## src/rtl/dispense_pkg.sv

```systemverilog
// Shared types and helpers for the dispense scheduler:
// FSM state encoding, two-digit BCD value, BCD decrement and clamp.
package dispense_pkg;

  typedef enum logic [1:0] {
    IDLE,
    LOAD,
    COUNT,
    WAIT_DONE
  } state_t;

  localparam logic [3:0] BCD_MAX = 4'd9;

  typedef struct packed {
    logic [3:0] d;
    logic [3:0] u;
  } bcd2_t;

  // Two-digit decrement; units borrow from decades.
  function automatic bcd2_t bcd_dec(input bcd2_t v);
    bcd2_t r;
    if (v.u == 4'd0) begin
      r.u = BCD_MAX;
      r.d = v.d - 4'd1;
    end else begin
      r.u = v.u - 4'd1;
      r.d = v.d;
    end
    return r;
  endfunction

  // Non-BCD digits saturate to 9.
  function automatic logic [3:0] bcd_clamp(
    input logic [3:0] x
  );
    return (x > BCD_MAX) ? BCD_MAX : x;
  endfunction

endpackage

```

## src/rtl/dispense_scheduler_tick_prescaler.sv

```systemverilog
// Modulo-MOD counter advancing on en, cleared by clr.
// Ports: clk, rst_n, clr, en in; tick out (one cycle at count MOD-1).
module tick_prescaler #(
  parameter int MOD = 4
) (
  input  logic clk,
  input  logic rst_n,
  input  logic clr,
  input  logic en,
  output logic tick
);

  localparam int W = (MOD > 1) ? $clog2(MOD) : 1;
  localparam logic [W-1:0] LAST = W'(MOD - 1);

  logic [W-1:0] cnt;

  // Suppressed while clearing so a stale count never leaks a tick.
  assign tick = en && !clr && (cnt == LAST);

  always_ff @(posedge clk or negedge rst_n) begin
    if (!rst_n) begin
      cnt <= '0;
    end else if (clr) begin
      cnt <= '0;
    end else if (en) begin
      cnt <= tick ? '0 : cnt + W'(1);
    end
  end

endmodule

```

## src/rtl/dispense_scheduler.sv

```systemverilog
// Counts the BCD interval down, requests a dispense, waits for done, reloads.
// Ports: clk, rst_n, enable, unitsR, decadesR, motor_done, [feed_now] in;
//   motor_req, remU, remD, busy, fault out. MANUAL_FEED_EN adds feed_now.
module dispense_scheduler
  import dispense_pkg::*;
#(
  parameter int CLK_HZ         = 50_000_000,
  parameter int TICKS_PER_UNIT = 60,
  parameter int DONE_TIMEOUT   = 10
) (
  input  logic       clk,
  input  logic       rst_n,
  input  logic       enable,
  input  logic [3:0] unitsR,
  input  logic [3:0] decadesR,
  input  logic       motor_done,
`ifdef MANUAL_FEED_EN
  input  logic       feed_now,
`endif
  output logic       motor_req,
  output logic [3:0] remU,
  output logic [3:0] remD,
  output logic       busy,
  output logic       fault
);

  localparam int TW = $clog2(DONE_TIMEOUT + 1);
  localparam logic [TW-1:0] TO_LAST =
    TW'(DONE_TIMEOUT - 1);

  state_t  state, nstate;
  bcd2_t   rem, rem_d;
  logic    req_d, fault_d;
  logic    clr;
  logic    sec_tick, unit_tick;
  logic    to_exp;
  logic    feed;
  logic [TW-1:0] to_cnt;

`ifdef MANUAL_FEED_EN
  assign feed = feed_now;
`else
  assign feed = 1'b0;
`endif

  tick_prescaler #(
    .MOD (CLK_HZ)
  ) u_sec (
    .clk   (clk),
    .rst_n (rst_n),
    .clr   (clr),
    .en    (1'b1),
    .tick  (sec_tick)
  );

  tick_prescaler #(
    .MOD (TICKS_PER_UNIT)
  ) u_unit (
    .clk   (clk),
    .rst_n (rst_n),
    .clr   (clr),
    .en    (sec_tick),
    .tick  (unit_tick)
  );

  // Seconds since motor_req rose.
  always_ff @(posedge clk or negedge rst_n) begin
    if (!rst_n) begin
      to_cnt <= '0;
    end else if (clr || state != WAIT_DONE) begin
      to_cnt <= '0;
    end else if (sec_tick) begin
      to_cnt <= to_cnt + TW'(1);
    end
  end

  assign to_exp = (state == WAIT_DONE) &&
                  sec_tick && (to_cnt == TO_LAST);

  always_comb begin
    nstate  = state;
    rem_d   = rem;
    req_d   = motor_req;
    fault_d = fault;
    clr     = 1'b0;
    if (!enable) begin
      // Abort outranks everything, including done.
      nstate  = IDLE;
      rem_d   = '0;
      req_d   = 1'b0;
      fault_d = 1'b0;
      clr     = 1'b1;
    end else begin
      unique case (state)
        IDLE: begin
          rem_d = '0;
          if (!fault) nstate = LOAD;
        end
        LOAD: begin
          clr     = 1'b1;
          rem_d.d = bcd_clamp(decadesR);
          rem_d.u = bcd_clamp(unitsR);
          nstate  = (rem_d == '0) ? IDLE : COUNT;
        end
        COUNT: begin
          if (unit_tick) rem_d = bcd_dec(rem);
          if (rem_d == '0 || feed) nstate = WAIT_DONE;
        end
        WAIT_DONE: begin
          // Timebase restarts on the cycle req rises.
          clr = !motor_req;
          if (motor_done) begin
            req_d  = 1'b0;
            nstate = LOAD;
          end else if (to_exp) begin
            req_d   = 1'b0;
            fault_d = 1'b1;
            nstate  = IDLE;
          end else begin
            req_d = 1'b1;
          end
        end
        default: begin
          nstate = IDLE;
          req_d  = 1'b0;
        end
      endcase
    end
  end

  always_ff @(posedge clk or negedge rst_n) begin
    if (!rst_n) begin
      state     <= IDLE;
      rem       <= '0;
      motor_req <= 1'b0;
      fault     <= 1'b0;
    end else begin
      state     <= nstate;
      rem       <= rem_d;
      motor_req <= req_d;
      fault     <= fault_d;
    end
  end

  assign busy = (state != IDLE);
  assign remU = rem.u;
  assign remD = rem.d;

endmodule

```

## config.mk

```make
export PLATFORM = sky130hd
export DESIGN_NAME = dispense_scheduler
export DESIGN_NICKNAME = d
export VERILOG_FILES = /design/src/rtl/dispense_pkg.sv /design/src/rtl/dispense_scheduler_tick_prescaler.sv /design/src/rtl/dispense_scheduler.sv
export SDC_FILE = /design/constraint.sdc
export NUM_CORES = 1
export LEC_CHECK = 0
export ABC_AREA = 1
export BUFFER_PORTS_ARGS = -buffer_cell sky130_fd_sc_hd__buf_2
export CAP_MARGIN = 20
export CORE_MARGIN = 5
export CORE_UTILIZATION = 55
export CTS_CLUSTER_DIAMETER = 30
export CTS_CLUSTER_SIZE = 24
export DETAILED_ROUTE_END_ITERATION = 8
export MAX_ROUTING_LAYER = met4
export PLACE_DENSITY_LB_ADDON = 0.1
export SLEW_MARGIN = 40
export SYNTH_ARGS = -nofsm -noshare
export SYNTH_HDL_FRONTEND = slang
export SYNTH_SLANG_ARGS = --single-unit
```

## constraint.sdc

```tcl
create_clock -name clk -period 3.4 [get_ports clk]
set_clock_uncertainty 0.1 [all_clocks]
set_input_delay 0.17 -clock clk [delete_from_list [all_inputs] [get_ports clk]]
set_output_delay 0.17 -clock clk [all_outputs]
set_load 0.01 [all_outputs]
```

# ---- Word-level counts from Yosys, hierarchy flattened
# Cells that the tools add are included.
dict set report op_classes {
  reduce_logical 17
  n_lt_le_gt_ge 2
  addsub 5
  eq_ne 14
  n_mux 32
}
# operator count
set op_table {}
lappend op_table {{26-bit two-way mux} 2}
lappend op_table {{8-bit two-way mux} 5}
lappend op_table {{26-bit by 1-bit adder with 26-bit output (second input constant)} 1}
lappend op_table {{26-bit == test (second input constant)} 1}
lappend op_table {{8-bit one-hot mux with 3 select lines} 1}
lappend op_table {{6-bit two-way mux} 3}
lappend op_table {{8-bit logical NOT} 2}
lappend op_table {{4-bit two-way mux} 4}
lappend op_table {{2-bit two-way mux} 6}
lappend op_table {{1-bit two-way mux} 9}
lappend op_table {{4-bit > comparator (second input constant)} 2}
lappend op_table {{2-bit one-hot mux with 4 select lines} 1}
lappend op_table {{4-bit by 1-bit subtractor with 4-bit output (second input constant)} 2}
lappend op_table {{6-bit by 1-bit adder with 6-bit output (second input constant)} 1}
lappend op_table {{6-bit == test (second input constant)} 1}
lappend op_table {{3-bit inequality test (second input constant)} 2}
lappend op_table {{3-bit AND reduction} 2}
lappend op_table {{2-bit nonzero test} 3}
lappend op_table {{1-bit logical AND} 5}
lappend op_table {{4-bit by 1-bit adder with 4-bit output (second input constant)} 1}
lappend op_table {{2-bit == test (second input constant)} 2}
lappend op_table {{4-bit == test (second input constant)} 1}
lappend op_table {{4-bit logical NOT} 1}
lappend op_table {{2-bit by 1-bit inequality test with 1-bit output (second input constant)} 2}
lappend op_table {{8 further kinds} 10}
dict set report word_totals {
  output_inout_bits 11
  in_bits 12
  elab_cells 78
  ff_bits 48
}

# ---- Depth between registers and ports, before layout
# Gate-level depths: netlist of the first run.
dict set report depth {
  depth_word 14
  mapped_depth 17
  depth_no_buf 17
}

# ---- Cells and area by module
# Synthesis of the first run repeated with hierarchy kept, for this count alone.
dict set report hier_totals {
  hier_cells 455
  area_unflattened_um2 3298.2
}
# module seq_area_each_um2 cells_per_inst n_inst area_per_inst_um2
set by_module_without_submodules {}
lappend by_module_without_submodules {{tick_prescaler (u_sec)} 650.6 234 1 1686.6}
lappend by_module_without_submodules {dispense_scheduler 400.4 172 1 1222.4}
lappend by_module_without_submodules {{tick_prescaler (u_unit)} 150.1 49 1 389.1}

# ---- Worst setup path before layout of the first run
# Ideal clock, no wire load.
dict set report synth_timing {
  kind {register to register}
  from {register state[1]}
  to {register state[0]}
  slack_ns 1.302
  path_stages_with_launch 14
  required_ns 3.183
  n_path_buf 1
  arrival_time_ns 1.881
  cell_sequence {dfrtp_1 -> inv_1 -> ha_1 -> clkbuf_1 -> nor2_1 -> nand2_2 -> nor3_1 -> nand3_1 -> nand2_1 -> nor2_1 -> a21oi_1 -> nand2_1 -> nand2_1 -> nand2_1}
}
dict set report synth_between {
  elab_chain_cells 13
  word_cells_on_any_way 22
  cone_classes {eq/ne (6); mux (7); reduce/logical (9)}
}
# item line_no
set synth_lines {}
lappend synth_lines {{start, declared} dispense_scheduler.sv:31} ;# state_t state, nstate;
lappend synth_lines {{start signal, assigned} dispense_scheduler.sv:138} ;# state <= nstate;
lappend synth_lines {{2-bit == test / 2-bit by 1-bit == test with 1-bit output (equally long branches)} {dispense_scheduler.sv:77, dispense_scheduler.sv:94}}
lappend synth_lines {{1-bit one-hot mux with 2 select lines} dispense_scheduler.sv:94} ;# unique case (state)
lappend synth_lines {{1-bit two-way mux} dispense_scheduler.sv:86} ;# if (!enable) begin
lappend synth_lines {{1-bit logical NOT} dispense_scheduler_tick_prescaler.sv:19} ;# assign tick = en && !clr && (cnt == LAST);
lappend synth_lines {{1-bit logical AND (3 in a row)} dispense_scheduler_tick_prescaler.sv:19}
lappend synth_lines {{8-bit two-way mux} dispense_scheduler.sv:106} ;# if (unit_tick) rem_d = bcd_dec(rem);
lappend synth_lines {{8-bit two-way mux} dispense_scheduler.sv:94}
lappend synth_lines {{8-bit two-way mux} dispense_scheduler.sv:86}
lappend synth_lines {{8-bit logical NOT} dispense_scheduler.sv:107} ;# if (rem_d == '0 || feed) nstate = WAIT_DONE;
lappend synth_lines {{3-bit inequality test (no line)} n/a}
lappend synth_lines {{3-bit AND reduction (no line)} n/a}
# Several ways; a longest one is shown, not always the timed one. The select of a mux whose other input is x is not followed.
# A chain may end at the register's enable or synchronous reset.

# ---- Worst setup path in the final report of the first run
dict set report layout_timing {
  from {register state[0]}
  to {register state[0]}
}
# The elaborated chain is that of the path after synthesis.

==> results of run 1 <==
-- sequential cells by signal, indices dropped and copies added, names as in the netlist --
signal,cells
u_sec.cnt,26
state,2
remU,4
u_unit.cnt,6
remD,4
motor_req,1
to_cnt,4
fault,1
-- how the worst min path moves through the flow --
stage                                     end  slack, ns       start
floorplan                   fault$_DFFE_PN0P_      -0.23       rst_n
detailed placement  u_unit.cnt[4]$_DFFE_PN0P_       0.13       rst_n
finish                  motor_req$_DFFE_PN0P_       0.10  motor_done
global route            motor_req$_DFFE_PN0P_       0.09  motor_done
CTS                     motor_req$_DFFE_PN0P_        0.1  motor_done
global placement      u_sec.cnt[15]$_DFF_PN0_       0.32       rst_n
-- synthesized netlist by cell type (2+ instances only) --
cell type	instances
buf_2	2
nand4_1	11
xor2_1	6
o22ai_1	8
o21ai_0	25
ha_1	11
inv_2	9
nor3_1	14
inv_1	51
dfrtp_1	48
nand3_1	32
nor2_4	6
nand2_1	83
a32o_1	2
nand2_2	8
nor2_1	54
nor4_1	2
xnor2_1	4
nor2_2	5
a21oi_1	20
-- through the flow --
| step | instance area (µm²) | utilization [%] | instances | hold slack (ns) |
|---|---|---|---|---|
| finish | 3410 | 61.9 | 520 | 0.104 |
| global route | 3410 | 61.9 | 520 | 0.0890 |
| CTS | 3410 | 61.9 | 520 | 0.0969 |
| detailed placement | 3300 | 60.0 | 511 | 0.127 |
| global placement | 3300 | 59.9 | 511 | 0.325 |
| floorplan | 3110 | - | 419 | -0.226 |
-- layout make-up --
cell class | instances | area share [%]
sequential | 48 | 35.2
clock inverter | 2 | 0.404
multi-input combinational | 308 | 48.9
inverter | 60 | 6.61
timing repair buffer | 24 | 3.82
clock buffer | 6 | 2.42
tap | 72 | 2.64
-- cell families after synthesis --
group | Yosys count | share of synthesized area (%)
XOR/XNOR | 10 | 2.82
AND/OR/NAND/NOR | 224 | 34.9
flip-flops | 48 | 38.7
adder cells (fa/ha/maj) | 11 | 4.43
buffers and inverters | 63 | 7.69
AO/OA/AOI/OAI | 63 | 11.5
-- routing by layer --
metal | track usage [%] | share of wire, % | routed length, µm | up-vias
li1 | - | - | - | 1435
met2 | 30.9 | 45 | 3100 | 60
met4 | 5.04 | 1.3 | 89 | 0
met5 | - | 0 | 0 | -
met3 | 3.40 | 4.1 | 277 | 10
met1 | 27.6 | 49 | 3360 | 1292
-- critical path, stage by stage, from the launching register on --
cell and delay [ns]:
dfrtp_1 0.45, ha_1 0.29, inv_2 0.10, nor2_1 0.06
nor2_1 0.12, nand2_2 0.16, nor3_1 0.41, nand3_1 0.14
nand2_1 0.12, nand2_1 0.05, nor2_1 0.09, nand2_1 0.09
nand2_2 0.08, nand2_1 0.06, nand2_1 0.07, nand2_1 0.04
-- power by group through the flow --
stage | combinational [µW] | clock [µW] | sequential [µW]
after floorplan | 230 | 0 | 627
final | 332 | 367 | 616
after global routing | 379 | 408 | 620
after detailed placement | 330 | 0 | 628
after global placement | 327 | 0 | 626
after CTS | 332 | 376 | 616
-- placed cells by master (no fill, tap or decap), drive strengths merged, types with 2 or more instances in the layout --
| cell | count |
|---|---|
| nand4 | 11 |
| nand3 | 34 |
| o22ai | 8 |
| nand2 | 92 |
| clkbuf | 6 |
| nor4 | 3 |
| ha | 11 |
| xnor2 | 4 |
| dfrtp | 48 |
| inv | 61 |
| o21ai | 25 |
| nor3 | 16 |
| buf | 23 |
| nor2 | 65 |
| xor2 | 6 |
| a21oi | 20 |
| a32o | 2 |
==> results.cfg, run 1 <==
[power]
p_int_uw = 868
p_per_area_nw_per_um2 = 386
switching_share_pct = 34.0
peakVddDrop_mv = 0.332
p_clk_share_pct = 27.9
switchingPower_uw = 446
p_seq_share_pct = 46.9
p_comb_share_pct = 25.2
p_leak_uw = 0.00162
totalPowerFinal_uw = 1310

[sta]
clock.fmax_mhz = 394
hold_viol_final = 0
setup_viol_count_final = 0
fin_crit_sh_pct = 74.7
maxSlewViolCount = 0
rsz0062_at_grt = false
tns_ns = 0
fin_crit_ns = 2.54
slew_headroom_pct = 60.3
tightest_slew_ns = 0.596
setup_ws_ns = 0.860

[synth]
ys_seq_area_share_pct = 38.7
synth_cell_type_count = 38
ys.flop_type = dfrtp_1
synth_edf_count = 0
yosys.area.top_type = dfrtp_1
synthCells = 419
syn_nets = 442
ys_async_sr_fraction_pct = 100
ys_seq_elements = 48
synth_warnings = 0
syn_area_um2 = 3110
synth_top_area_share_pct = 38.7
avgSynthCellArea_um2 = 7.41
synth_area_leaders = dfrtp_1 39%, nand2_1 10%, nor2_1 6.5%

[setup_path]
critPathKind = reg -> reg
start_kind = flop
startpoint = state[0]$_DFFE_PN0P_
required_ns = 3.50
r2r_start = state[0]$_DFFE_PN0P_
reg2reg_setup_slack_ns = 0.86
cp-endpoint = state[0]$_DFFE_PN0P_
path_max_fanout = 9
arrival_ns = 2.64
crit_path_end_kind = flop
r2r-end = state[0]$_DFFE_PN0P_
ff2ff_path_depth = 15

[cts]
clk-insertion-delay-late_ns = 0.30
clock_sinks = 48
cts-resized-gates = 0
post-cts-setup-buffer-count = 0
ctsLongestPathBuffers = 2
cts_hold_buf = 1
cts_tree = yes
cts_root_buf = clkbuf_8
cts_buffers = 5
h-tree-depth = 2
clk_pin_slew_ns = 0.09

[run]
cap_violations = 0

[floorplan]
die_area_um2 = 7250
initial_core_util_pct = 56.4
core_area_um2 = 5510
die_w_um = 85.2
die_h_um = 85.2
row_count = 27
io_pins = 23

[finish]
finalNetCount = 470
regArea_um2 = 1200
num-fill-cells = 511
area_delta_synth_final_pct = 9.75
drive_gt1_share_pct = 15.0
antenna_cells = 0
multi_input_area_um2 = 1670

[hold_path]
min_path_cells = 3
holdCritPathClass = in -> reg

[global_routing]
grt_pass1_wl_mm = 11.6
grt.total_usage_pct = 20.1
gr-total-overflow = 0
antenna_found_initial = 0
grt_max_degree = 49
grt_pass1_vias = 2539

[placed_design]
place_ws_ns = 0.905
hpwl_mm = 5.22
numPortBuffers = 22
gp_congestion = 0.958

[route]
wl_mm = 6.82
drtIter0Drc = 192
vias = 2797
antenna_left = 0
drc = 0
avgRoutedWirePerCell_um = 13.1
viasPerCell = 5.38
drt_first_pass_iters = 5

[run_status]
outcome = completed
No activity file was read; power rests on OpenSTA's default activity.
==> run 2, diff against run 1 <==
==> constraint.sdc (replaced) <==
create_clock -name clk -period 2.4 [get_ports clk]
set_clock_uncertainty 0.1 [all_clocks]
set_input_delay 0.12 -clock clk [delete_from_list [all_inputs] [get_ports clk]]
set_output_delay 0.12 -clock clk [all_outputs]
set_load 0.01 [all_outputs]
==> run 2 against run 1 <==
Effect of this change: clock power increased by 43%; power increased by 45%; final area increased by 2.1%; sequential share of layout area decreased by 0.69 points; wire length increased by 2.4%; setup slack got worse by 0.65 ns; via count increased by 1.6%; core utilization increased by 1.3 points; worst hold slack got worse by 0.052 ns; first-iteration DRC count increased by 0.52%; cell count increased by 1.7%; critical path type unchanged.
==> results.cfg, run 2 (synthesis results as in run 1) <==
[global_routing]
grt.total_usage_pct = 21.1
antenna_found_initial = 0
met2_usage_pct = 31.6
gr-total-overflow = 0
grtUsageMet1_pct = 29.6
grt_pass1_wl_mm = 12.2
grt_max_degree = 21
grt_pass1_vias = 2634
gr-usage-met3_pct = 3.20
grt.busiest_layer = met2

[cts]
cts_root_buf = clkbuf_8
clock_sinks = 48
clk_pin_slew_ns = 0.10
cts_buffers = 5
clk-insertion-delay-late_ns = 0.31
h-tree-depth = 2
cts_tree = yes
ctsLongestPathBuffers = 2

[route]
drc = 0
viasPerCell = 5.37
vias = 2843
wl_mm = 6.99
antenna_left = 0
drt_first_pass_iters = 4
avgRoutedWirePerCell_um = 13.2
drtIter0Drc = 193

[finish]
largest_register_ffs = 26
layout_commonest_cell = nand2_1
area_delta_synth_final_pct = 12.0
final_cells = 529
antenna_cells = 0
mostFrequentLayoutCells = 83 x nand2_1, 54 x nor2_1, 51 x inv_1, 47 x dfrtp_1, 32 x nand3_1
regArea_um2 = 1200
multi_input_area_um2 = 1670
num-fill-cells = 482
finalNetCount = 479
reg_top3 = u_sec.cnt: 26 flops, u_unit.cnt: 6 flops
largest-register = u_sec.cnt
drive_gt1_share_pct = 16.8

[power]
p_per_area_nw_per_um2 = 547
p_clk_share_pct = 27.6
p_seq_share_pct = 45.9
p_comb_share_pct = 26.6
totalPowerFinal_uw = 1900
p_int_uw = 1250
switching_share_pct = 34.1
switchingPower_uw = 648
peakVddDrop_mv = 0.324
p_leak_uw = 0.00166

[setup_path]
r2r-end = state[1]$_DFFE_PN0P_
slowest_stage = dfrtp_1
crit_chain = ha_1, inv_2, nor2_1, nor2_1, nand2_2, nor3_2, nand3_1, nand2_1, nor2_1, a21oi_1, nand2_1, nand2_1, nand2_1
critical-path-top-delay-family = simple AND/OR/NAND/NOR gates
reg2reg_setup_slack_ns = 0.21
arrival_ns = 2.28
critPathMostFrequentCell = nand2_1
required_ns = 2.50
critPathKind = reg -> reg
r2r_start = state[0]$_DFFE_PN0P_
path_buf_inv = 1
cp-endpoint = state[1]$_DFFE_PN0P_
startpoint = state[0]$_DFFE_PN0P_
cp_slowest_stage_delay_ns = 0.44
path_max_fanout = 7
ff2ff_path_depth = 13
start_kind = flop
crit_path_end_kind = flop
cp.depth = 13

[floorplan]
io_pins = 23
die_area_um2 = 7250
core_area_um2 = 5510
die_h_um = 85.2
die_w_um = 85.2
row_count = 27
initial_core_util_pct = 56.4

[sta]
tightest_slew_ns = 0.380
slew_headroom_pct = 74.5
fin_crit_ns = 2.19
maxSlewViolCount = 0
fin_crit_sh_pct = 91.2
setup_viol_count_final = 0
clock.fmax_mhz = 457
hold_viol_final = 0
tns_ns = 0
fin_hold_ws_ns = 0.0520

[hold_path]
holdCritPathClass = in -> reg

[placed_design]
dp_cells = 515
numPortBuffers = 22
gp_congestion = 0.986
hpwl_mm = 5.40

[run_status]
outcome = completed

[run]
cap_violations = 0
## run 2: worst min path at each step
stage | from | to | slack (ns) | depth (start not counted)
6_report | decadesR[2] | remD[2]$_DFFE_PN0P_ | 0.05 | 3
5_1_grt | decadesR[2] | remD[2]$_DFFE_PN0P_ | 0.07 | 3
4_1_cts | decadesR[2] | remD[2]$_DFFE_PN0P_ | 0.05 | 3
3_5_place_dp | rst_n | u_sec.cnt[18]$_DFF_PN0_ | -0.05 | 1
3_3_place_gp | rst_n | u_sec.cnt[18]$_DFF_PN0_ | -0.04 | 1
2_1_floorplan | rst_n | fault$_DFFE_PN0P_ | -0.28 | 0
## run 2: power by group through the flow
stage,Sequential [µW],Clock [µW],Combinational [µW]
5_1_grt,878,575,579
3_3_place_gp,886,0,473
2_1_floorplan,889,0,326
3_5_place_dp,887,0,478
6_report,872,525,505
4_1_cts,871,539,482
## run 2: worst reg2reg max path: cells and delay by family, from the launching register on
family          cells  cell delay [ns]
fa+ha+maj           1             0.25
buf+inv             1             0.08
compound gates      1             0.22
flops               1             0.44
simple gates       10             1.01
## run 2: what timing repair did
action | 4_1_cts | 5_1_grt
setup endpoints to repair | 0 | 2
endpoints found under the hold margin | 28 | 0
hold buffers | 1 | 0
resized for setup | 0 | 3
buffers inserted | 0 | 5
## run 2: routing by layer
metal / vias to the layer above / wire (µm) / part of all wire (%)
li1: 1450 / - / -
met1: 1314 / 3420 / 49
met2: 67 / 3140 / 45
met3: 12 / 329 / 4.7
met4: 0 / 93 / 1.3
met5: - / 0 / 0
## run 2: final cells by class
type | instances | share of cell area [%]
clock inverters | 1 | 0.216
inverters | 60 | 6.54
well taps | 72 | 2.59
flip-flops and latches | 48 | 34.5
repair buffers | 33 | 5.61
clock buffers | 7 | 2.48
multi-input cells | 308 | 48.0
## run 2: through the flow
stage / util, % / cell area [µm²] / setup WS [ns]
detailed placement: 60.5 / 3330 / 0.167
global placement: 60.5 / 3330 / 0.268
finish: 63.2 / 3480 / 0.211
floorplan: - / 3110 / 0.302
global route: 63.2 / 3480 / -0.00407
CTS: 62.4 / 3430 / 0.145
